`config.mk`:
```
export PLATFORM = sky130hd
export DESIGN_NAME = fcs_tx_controller
export DESIGN_NICKNAME = d
export VERILOG_FILES = /design/src/rtl/fcs_tx_pkg.sv /design/src/rtl/fcs_tx_controller.sv
export SDC_FILE = /design/constraint.sdc
export NUM_CORES = 1
export LEC_CHECK = 0
export ABC_AREA = 1
export BUFFER_PORTS_ARGS = -buffer_cell sky130_fd_sc_hd__buf_2
export CAP_MARGIN = 20
export CORE_MARGIN = 2
export CORE_UTILIZATION = 50
export DETAILED_ROUTE_END_ITERATION = 8
export GPL_ROUTABILITY_DRIVEN = 0
export PLACE_DENSITY = 0.79
export SLEW_MARGIN = 10
export SYNTH_ARGS = -nofsm -noshare
export SYNTH_HDL_FRONTEND = slang
export SYNTH_SLANG_ARGS = --single-unit
```
`constraint.sdc`:
```
create_clock -name clk -period 3.1 [get_ports clk]
set_clock_uncertainty 0.05 [all_clocks]
set_input_delay 0.62 -clock clk [delete_from_list [all_inputs] [get_ports clk]]
set_output_delay 0.62 -clock clk [all_outputs]
set_load 0.02 [all_outputs]
```
`src/rtl/fcs_tx_pkg.sv`:
```
`default_nettype none
// ============================================================================
// Module      : fcs_tx_pkg
// Description : Shared state encoding and CRC-32 constants for fcs_tx_controller
// Revision    : 1.0 - initial release
// ============================================================================
package fcs_tx_pkg;

    typedef enum logic [2:0] {
        ST_IDLE = 3'd0,
        ST_DATA = 3'd1,
        ST_PAD  = 3'd2,
        ST_CRCW = 3'd3,
        ST_FCS  = 3'd4
    } fcs_state_t;

    localparam logic [31:0] CRC_INIT          = 32'hFFFF_FFFF;
    localparam logic [31:0] CRC_XOROUT        = 32'hFFFF_FFFF;
    localparam int          MIN_FRAME_DEFAULT = 60;

endpackage
`default_nettype wire

```
`src/rtl/fcs_tx_controller.sv`:
```
`default_nettype none
// ============================================================================
// Module      : fcs_tx_controller
// Description : Passes a frame through, steers an external CRC-32 engine and
//               appends the 4-byte FCS. Define FCS_TX_PAD_EN for zero padding
//               up to MIN_FRAME bytes.
// Revision    : 1.0 - initial release
// ============================================================================
module fcs_tx_controller
    import fcs_tx_pkg::*;
#(
    parameter int MIN_FRAME = MIN_FRAME_DEFAULT,
    parameter int CNT_W     = 11
) (
    input  logic        clk,
    input  logic        rst,
    input  logic [7:0]  in_data,
    input  logic        in_valid,
    input  logic        in_last,
    output logic        in_ready,
    output logic [7:0]  out_data,
    output logic        out_valid,
    output logic        out_last,
    input  logic        out_ready,
    output logic        crc_clr,
    output logic        crc_en,
    output logic [7:0]  crc_data,
    input  logic [31:0] crc_in,
    output logic        busy
);

    fcs_state_t         r_state, w_state_nxt;
    logic [CNT_W-1:0]   r_cnt, w_cnt_nxt, w_cnt_inc;
    logic [1:0]         r_idx, w_idx_nxt;
    logic [31:0]        r_fcs, w_fcs_nxt;
    logic [7:0]         w_fcs_byte;

`ifdef FCS_TX_PAD_EN
    localparam logic [CNT_W-1:0] c_min_frame = CNT_W'(MIN_FRAME);
`endif

    // Saturating so an oversize frame can never wrap into a short-frame count
    assign w_cnt_inc = (&r_cnt) ? r_cnt : r_cnt + CNT_W'(1);

    always_comb begin
        case (r_idx)
            2'd0:    w_fcs_byte = r_fcs[7:0];
            2'd1:    w_fcs_byte = r_fcs[15:8];
            2'd2:    w_fcs_byte = r_fcs[23:16];
            default: w_fcs_byte = r_fcs[31:24];
        endcase
    end

    always_ff @(posedge clk) begin
        if (rst) begin
            r_state <= ST_IDLE;
            r_cnt   <= '0;
            r_idx   <= '0;
            r_fcs   <= '0;
        end else begin
            r_state <= w_state_nxt;
            r_cnt   <= w_cnt_nxt;
            r_idx   <= w_idx_nxt;
            r_fcs   <= w_fcs_nxt;
        end
    end

    always_comb begin
        w_state_nxt = r_state;
        w_cnt_nxt   = r_cnt;
        w_idx_nxt   = r_idx;
        w_fcs_nxt   = r_fcs;
        in_ready    = 1'b0;
        out_valid   = 1'b0;
        out_last    = 1'b0;
        out_data    = 8'h00;
        crc_clr     = 1'b0;
        crc_en      = 1'b0;
        crc_data    = 8'h00;

        case (r_state)
            ST_IDLE: begin
                if (in_valid) begin
                    crc_clr     = 1'b1;
                    w_state_nxt = ST_DATA;
                end
            end

            ST_DATA: begin
                out_data  = in_data;
                out_valid = in_valid;
                in_ready  = out_ready;
                crc_data  = in_data;
                crc_en    = in_valid & out_ready;
                if (in_valid && out_ready) begin
                    w_cnt_nxt = w_cnt_inc;
                    if (in_last) begin
`ifdef FCS_TX_PAD_EN
                        w_state_nxt = (w_cnt_inc < c_min_frame) ? ST_PAD : ST_CRCW;
`else
                        w_state_nxt = ST_CRCW;
`endif
                    end
                end
            end

`ifdef FCS_TX_PAD_EN
            ST_PAD: begin
                out_valid = 1'b1;
                crc_en    = out_ready;
                if (out_ready) begin
                    w_cnt_nxt = w_cnt_inc;
                    if (w_cnt_inc >= c_min_frame) begin
                        w_state_nxt = ST_CRCW;
                    end
                end
            end
`endif

            // Engine register now holds the last folded byte
            ST_CRCW: begin
                w_fcs_nxt   = crc_in ^ CRC_XOROUT;
                w_idx_nxt   = 2'd0;
                w_state_nxt = ST_FCS;
            end

            ST_FCS: begin
                out_valid = 1'b1;
                out_data  = w_fcs_byte;
                out_last  = (r_idx == 2'd3);
                if (out_ready) begin
                    w_idx_nxt = r_idx + 2'd1;
                    if (r_idx == 2'd3) begin
                        w_idx_nxt   = 2'd0;
                        w_cnt_nxt   = '0;
                        w_state_nxt = ST_IDLE;
                    end
                end
            end

            default: w_state_nxt = ST_IDLE;
        endcase

        // Outputs are quiet while reset is held, whatever state is registered
        if (rst) begin
            in_ready  = 1'b0;
            out_valid = 1'b0;
            out_last  = 1'b0;
            out_data  = 8'h00;
            crc_clr   = 1'b0;
            crc_en    = 1'b0;
            crc_data  = 8'h00;
        end
    end

    assign busy = (r_state != ST_IDLE) && !rst;

endmodule
`default_nettype wire

```
==> results of run 1 <==
-- layout by cell type (no fill, tap or decap), types with 5 or more instances in the layout --
cell      count
clkbuf_4      5
o21ai_1       5
a21oi_1      34
nand3_1      13
inv_1        19
nand2_1      63
buf_2        66
nor2_1       18
dfxtp_1      37
o21ai_0      29
-- cells in the mapped netlist --
| cell type | n |
|---|---|
| a211oi_1 | 1 |
| a21oi_1 | 34 |
| a31oi_1 | 4 |
| buf_2 | 4 |
| buf_4 | 3 |
| clkbuf_1 | 8 |
| dfxtp_1 | 37 |
| ha_1 | 4 |
| inv_1 | 19 |
| inv_2 | 4 |
| nand2_1 | 63 |
| nand2_2 | 1 |
| nand3_1 | 13 |
| nand3_2 | 1 |
| nor2_1 | 18 |
| nor2_2 | 1 |
| nor2_4 | 2 |
| nor3_1 | 2 |
| nor4_1 | 1 |
| o211ai_1 | 4 |
| o21ai_0 | 29 |
| o21ai_1 | 5 |
| o21ai_2 | 1 |
-- critical path: stages (launching register included) --
cell	delay [ps]
dfxtp_1	400
inv_1	100
ha_1	300
nand2_1	110
nand3_1	100
nand2_1	90
o211ai_1	80
nand2_1	70
inv_1	40
buf_2	150
-- layer usage --
metal | GRT usage, % | part of all wire [%] | up-vias
met5 | 0 | 0 | -
met1 | 27.9 | 45 | 857
met2 | 36.6 | 48 | 61
li1 | - | - | 976
met4 | 7.88 | 1.7 | 0
met3 | 5.81 | 6.1 | 9
-- flip-flops by register name, summed over array words and instances (netlist names) --
name / flops
r_state: 3
r_idx: 2
r_fcs: 32
-- metrics by stage --
stage / worst slack (ps) / hold slack (ps)
2_1_floorplan: 1080 / 439
3_3_place_gp: 1000 / 455
3_5_place_dp: 965 / 458
4_1_cts: 654 / 384
5_1_grt: 505 / 372
6_report: 655 / 381
-- cells by family (layout without fill, tap and decap cells) --
kind of cell / count (synthesis) / after routing / synth area share (%)
simple gates: 102 / 102 / 24.0
compound gates: 78 / 78 / 23.0
buf+inv: 38 / 98 / 8.87
flops: 37 / 37 / 41.3
fa+ha+maj: 4 / 4 / 2.79
-- layout make-up --
type / instances / share of cell area [%]
flip-flops and latches: 37 / 34.0
well taps: 46 / 2.64
multi-input cells: 184 / 41.0
inverters: 23 / 3.97
repair buffers: 68 / 15.9
clock buffers: 7 / 2.53
-- power by group --
group | leakage [nW] | switching [mW] | internal (mW)
sequential | 0.299 | 0.0525 | 0.518
combinational | 0.743 | 0.317 | 0.157
clock | 0.0314 | 0.149 | 0.107
-- worst paths after layout --
path	cells past startpoint	startpoint	to
worst max-delay path	9	r_idx[0]$_SDFFE_PP0P_	out_data[3]
worst min-delay path	2	crc_in[23]	r_fcs[23]$_SDFFE_PP0P_
worst max register to register	4	r_state[0]$_SDFFE_PP0P_	r_fcs[5]$_SDFFE_PP0P_
worst min register to register	2	r_fcs[28]$_SDFFE_PP0P_	r_fcs[28]$_SDFFE_PP0P_
==> reports/results.tsv, run 1 <==
stage	metric	value	unit
global_routing	grt_pass1_vias	1699	
cells_and_area	nets	368	
sta	rsz0062_at_grt	false	
placed_design	placedCellCount	358	
logic_synthesis	syn_area_per_cell	6.92	µm²
floorplan	fp.dieH	63.9	µm
power_and_ir_drop	p_leak	1.07	nW
clocking	cts_max_path_buffers	2	
detailed_routing	wire_per_inst	12.3	µm
cells_and_area	drive_gt1_share	26.3	%
worst_setup_path	cp.required	2430	ps
sta	tns	0	ps
global_routing	gr-total-overflow	0	
sta	hold_viol	0	
logic_synthesis	synth_area_leaders	dfxtp_1 (41%), nand2_1 (13%), a21oi_1 (9.5%)	
global_routing	grt_max_degree	65	
worst_setup_path	cp_max_fo	8	
hold_path	min_path_type	input port to register	
worst_setup_path	r2r_setup_slack	1320	ps
global_routing	globalRouteTotalUtil	22.2	%
cells_and_area	multi_input_area	892	µm²
worst_setup_path	worst-setup-path-type	register to output pin	
cells_and_area	finalNonFillerCells	365	
sta	fmax	409	MHz
logic_synthesis	synth_nets	308	
floorplan	ios	67	
sta	max-slew-margin-rel	43.3	%
floorplan	die-area	0.00408	mm²
logic_synthesis	synth_cell_type_count	23	
clocking	hold_buffers	0	
detailed_routing	ant_nets	0	
clocking	post_cts_resized	0	
placed_design	dp_hpwl	3320	µm
clocking	clock_latency	340	ps
clocking	cts_setup_buffers	0	
floorplan	placementRows	21	
worst_setup_path	start_kind	register	
logic_synthesis	yosysWarnings	0	
logic_synthesis	synthesis.area	0.00179	mm²
global_routing	antenna_found_initial	0	
clocking	clock-root-buffer	clkbuf_4	
sta	worst_pin_slew	850	ps
cells_and_area	fillers	329	
detailed_routing	wl	4470	µm
clocking	cts_tree	done	
logic_synthesis	seq_area_frac_synth	41.3	%
detailed_routing	vias	1903	
power_and_ir_drop	vdd_drop_max	0.337	mV
cells_and_area	final_core_utilization	64.2	%
cells_and_area	final_area	0.00218	mm²
logic_synthesis	synth_cells	259	
status	status	finished, final reports clean	
placed_design	placed_area	0.00212	mm²
sta	final_period_minus_worst_setup_slack	2450	ps
cells_and_area	syn2layout_area_growth	21.5	%
detailed_routing	viasPerCell	5.21	
worst_setup_path	worstSetupEndpointType	output pin	
power_and_ir_drop	p_total	1.30	mW
floorplan	core_area	0.00339	mm²
floorplan	initial_core_util	52.9	%
power_and_ir_drop	powerDensity	598	mW/mm²
global_routing	grt_pass1_wl	7160	µm
floorplan	fp.dieW	63.9	µm
sta	period_share	78.9	%
clocking	cts_sinks	37	
cells_and_area	regArea	741	µm²
detailed_routing	drcViolationCount	0	
detailed_routing	drtIter0Drc	74	
sta	finalSetupViolations	0	
job	cap_violations	0	
worst_setup_path	cp_data_arrival_time	1780	ps
clocking	clk_pin_slew	100	ps
logic_synthesis	synth-seq-cells	37	
clocking	cts_htree_levels	2	
placed_design	port_buffers	66	
clocking	cts_buffers	5	
logic_synthesis	yosys.area.top_type	dfxtp_1	
cells_and_area	antenna_cells	0	
logic_synthesis	synth_top_area_share	41.3	%
sta	slew_viol_final	0	
detailed_routing	first_pass_iters	4	
Power figures use the tool's default switching activity.
==> inputs of run 2 (changes only) <==
--- a/config.mk
+++ b/config.mk
@@ -9,10 +9,10 @@
 export BUFFER_PORTS_ARGS = -buffer_cell sky130_fd_sc_hd__buf_2
 export CAP_MARGIN = 20
 export CORE_MARGIN = 2
-export CORE_UTILIZATION = 50
+export CORE_UTILIZATION = 48
 export DETAILED_ROUTE_END_ITERATION = 8
 export GPL_ROUTABILITY_DRIVEN = 0
-export PLACE_DENSITY = 0.79
+export PLACE_DENSITY = 0.76
 export SLEW_MARGIN = 10
 export SYNTH_ARGS = -nofsm -noshare
 export SYNTH_HDL_FRONTEND = slang
==> constraint.sdc (replaced) <==
create_clock -name clk -period 2.4 [get_ports clk]
set_clock_uncertainty 0.05 [all_clocks]
set_input_delay 0.48 -clock clk [delete_from_list [all_inputs] [get_ports clk]]
set_output_delay 0.48 -clock clk [all_outputs]
set_load 0.02 [all_outputs]
==> reports/results.tsv, run 2 (synthesis gave the netlist of run 1 again) <==
stage	metric	value	unit	change
detailed_routing	wire_per_inst	11.6	µm	-5.3%
global_routing	grt_max_degree	53		-18%
cells_and_area	finalNonFillerCells	370		+1.4%
placed_design	pre_cts_ws	406	ps	-559 ps
clocking	clock_latency	280	ps	-60 ps
job	cap_violations	0		unchanged
power_and_ir_drop	p_total	1.77	mW	+36%
worst_setup_path	start_kind	register		
detailed_routing	drcViolationCount	0		unchanged
placed_design	dp_hpwl	3220	µm	-3.0%
sta	rsz0062_at_grt	false		
detailed_routing	first_pass_iters	5		+1
cells_and_area	syn2layout_area_growth	24.9	%	
worst_setup_path	crit_family	buffers and inverters		
sta	finalSetupViolations	0		unchanged
cells_and_area	antenna_cells	0		unchanged
sta	max-slew-margin-rel	74.8	%	+32 points
floorplan	initial_core_util	49.3	%	-3.5 points
sta	worst_pin_slew	377	ps	-473 ps
global_routing	grt_pass1_vias	1588		-6.5%
worst_setup_path	cp.required	1870	ps	-560 ps
worst_setup_path	slowest_stage	dfxtp_1		
cells_and_area	regArea	741	µm²	unchanged
cells_and_area	nets	370		+0.54%
floorplan	fp.dieH	65.1	µm	+1.9%
sta	slew_viol_final	0		unchanged
sta	fmax	444	MHz	
cells_and_area	fillers	373		+13%
worst_setup_path	cp_data_arrival_time	1720	ps	-60 ps
clocking	cts_buffers	5		unchanged
sta	tns	0	ps	unchanged
worst_setup_path	crit_chain	ha_1 > inv_1 > nand3_2 > clkinvlp_2 > nand2_1 > a31oi_1 > buf_2		
cells_and_area	top_register	r_fcs		
placed_design	placedCellCount	361		+0.84%
clocking	clock-root-buffer	clkbuf_8		
worst_setup_path	critPathBufInv	3		unchanged
power_and_ir_drop	powerDensity	791	mW/mm²	+32%
worst_setup_path	worstSetupEndpointType	output pin		
worst_setup_path	cp_max_fo	4		-4
cells_and_area	multi_input_area	897	µm²	+0.56%
detailed_routing	viasPerCell	5.06		-2.9%
worst_setup_path	cp_slowest_stage_delay	350	ps	-50 ps
global_routing	grt_pass1_wl	7020	µm	-2.0%
cells_and_area	final_core_utilization	61.6	%	-2.6 points
status	status	finished, final reports clean		
worst_setup_path	worst-setup-path-type	register to output pin		
global_routing	antenna_found_initial	0		unchanged
floorplan	fp.dieW	65.1	µm	+1.9%
cells_and_area	final_common_cell	buf_2		
detailed_routing	drtIter0Drc	130		+76%
clocking	clk_pin_slew	70	ps	-30 ps
clocking	cts_max_path_buffers	2		unchanged
sta	hold_viol	0		unchanged
clocking	cts_htree_levels	2		unchanged
clocking	cts_sinks	37		unchanged
power_and_ir_drop	vdd_drop_max	0.360	mV	+6.7%
cells_and_area	reg.largest.list	r_fcs x32, r_state x3, r_idx x2		
detailed_routing	ant_nets	0		unchanged
sta	final_period_minus_worst_setup_slack	2250	ps	
hold_path	min_path_type	input port to register		
placed_design	port_buffers	66		unchanged
floorplan	die-area	0.00424	mm²	+3.9%
detailed_routing	wl	4300	µm	-4.0%
cells_and_area	final_cell_mix	buf_2 (66), nand2_1 (63), dfxtp_1 (37), a21oi_1 (34), o21ai_0 (29)		
cells_and_area	largest_reg_flops	32		unchanged
cells_and_area	drive_gt1_share	27.0	%	+0.69 points
power_and_ir_drop	p_leak	1.09	nW	+1.5%
floorplan	core_area	0.00363	mm²	+7.2%
floorplan	ios	67		unchanged
detailed_routing	vias	1873		-1.6%
global_routing	gr-total-overflow	0		unchanged
clocking	cts_tree	done		
sta	period_share	93.8	%	
floorplan	placementRows	22		+4.8%
global_routing	globalRouteTotalUtil	21.1	%	-1.1 points
sta	worst_slack	150	ps	-505 ps
## run 2: changes by cell type in the layout (fill, tap and decap cells not counted)
cell	change
clkbuf_8	+4
buf_12	+1
nand3_2	+1
clkinvlp_4	+1
clkbuf_1	+1
clkbuf_4	-5
clkinvlp_2	+1
nand3_1	-1
## run 2: stage by stage
stage | hold slack, ps | cell area (µm²)
3_5_place_dp | 462 | 2140
3_3_place_gp | 454 | 2140
4_1_cts | 303 | 2230
2_1_floorplan | 439 | 1790
6_report | 311 | 2240
5_1_grt | 305 | 2240
## run 2: area by class of cell
class	instances	share of cell area, %
inverters	23	3.86
flip-flops and latches	37	33.1
repair inverters	1	0.224
clock buffers	7	3.41
repair buffers	69	16.3
multi-input cells	184	40.1
well taps	48	2.68
clock inverters	1	0.335
## run 2: power breakdown
group	internal, mW	total [mW]	switching (mW)
Sequential	0.669	0.738	0.0686
Clock	0.205	0.411	0.206
Combinational	0.210	0.622	0.412
## run 2: worst reg2reg max path, cell delays in order (launching register included)
cell and delay, ps:
dfxtp_1 550, inv_2 90, nand3_2 110, inv_2 130, buf_12 200, o21ai_0 210, a21oi_1 60
## run 2: repair_timing
item / CTS / global route
hold buffers: 0 / 0
setup endpoints to repair: 0 / 4
gates resized for setup: 0 / 1
hold endpoints to repair: 0 / 0
buffers inserted: 0 / 0
## run 2: final timing paths
| check | startpoint | slack (ps) | cells past startpoint | to |
|---|---|---|---|---|
| max | r_idx[0]$_SDFFE_PP0P_ | 150 | 7 | out_data[7] |
| min | crc_in[6] | 310 | 2 | r_fcs[6]$_SDFFE_PP0P_ |
| max reg2reg | r_state[2]$_SDFFE_PP0P_ | 890 | 6 | r_fcs[24]$_SDFFE_PP0P_ |
| min reg2reg | r_fcs[29]$_SDFFE_PP0P_ | 470 | 2 | r_fcs[29]$_SDFFE_PP0P_ |
## run 2: routing by layer
layer / global-route usage, % / vias to the layer above / part of all wire [%]
met5: 0 / - / 0
met4: 7.03 / 0 / 0.95
met3: 3.60 / 4 / 4.9
met2: 34.7 / 52 / 47
met1: 28.3 / 841 / 47
li1: - / 976 / -
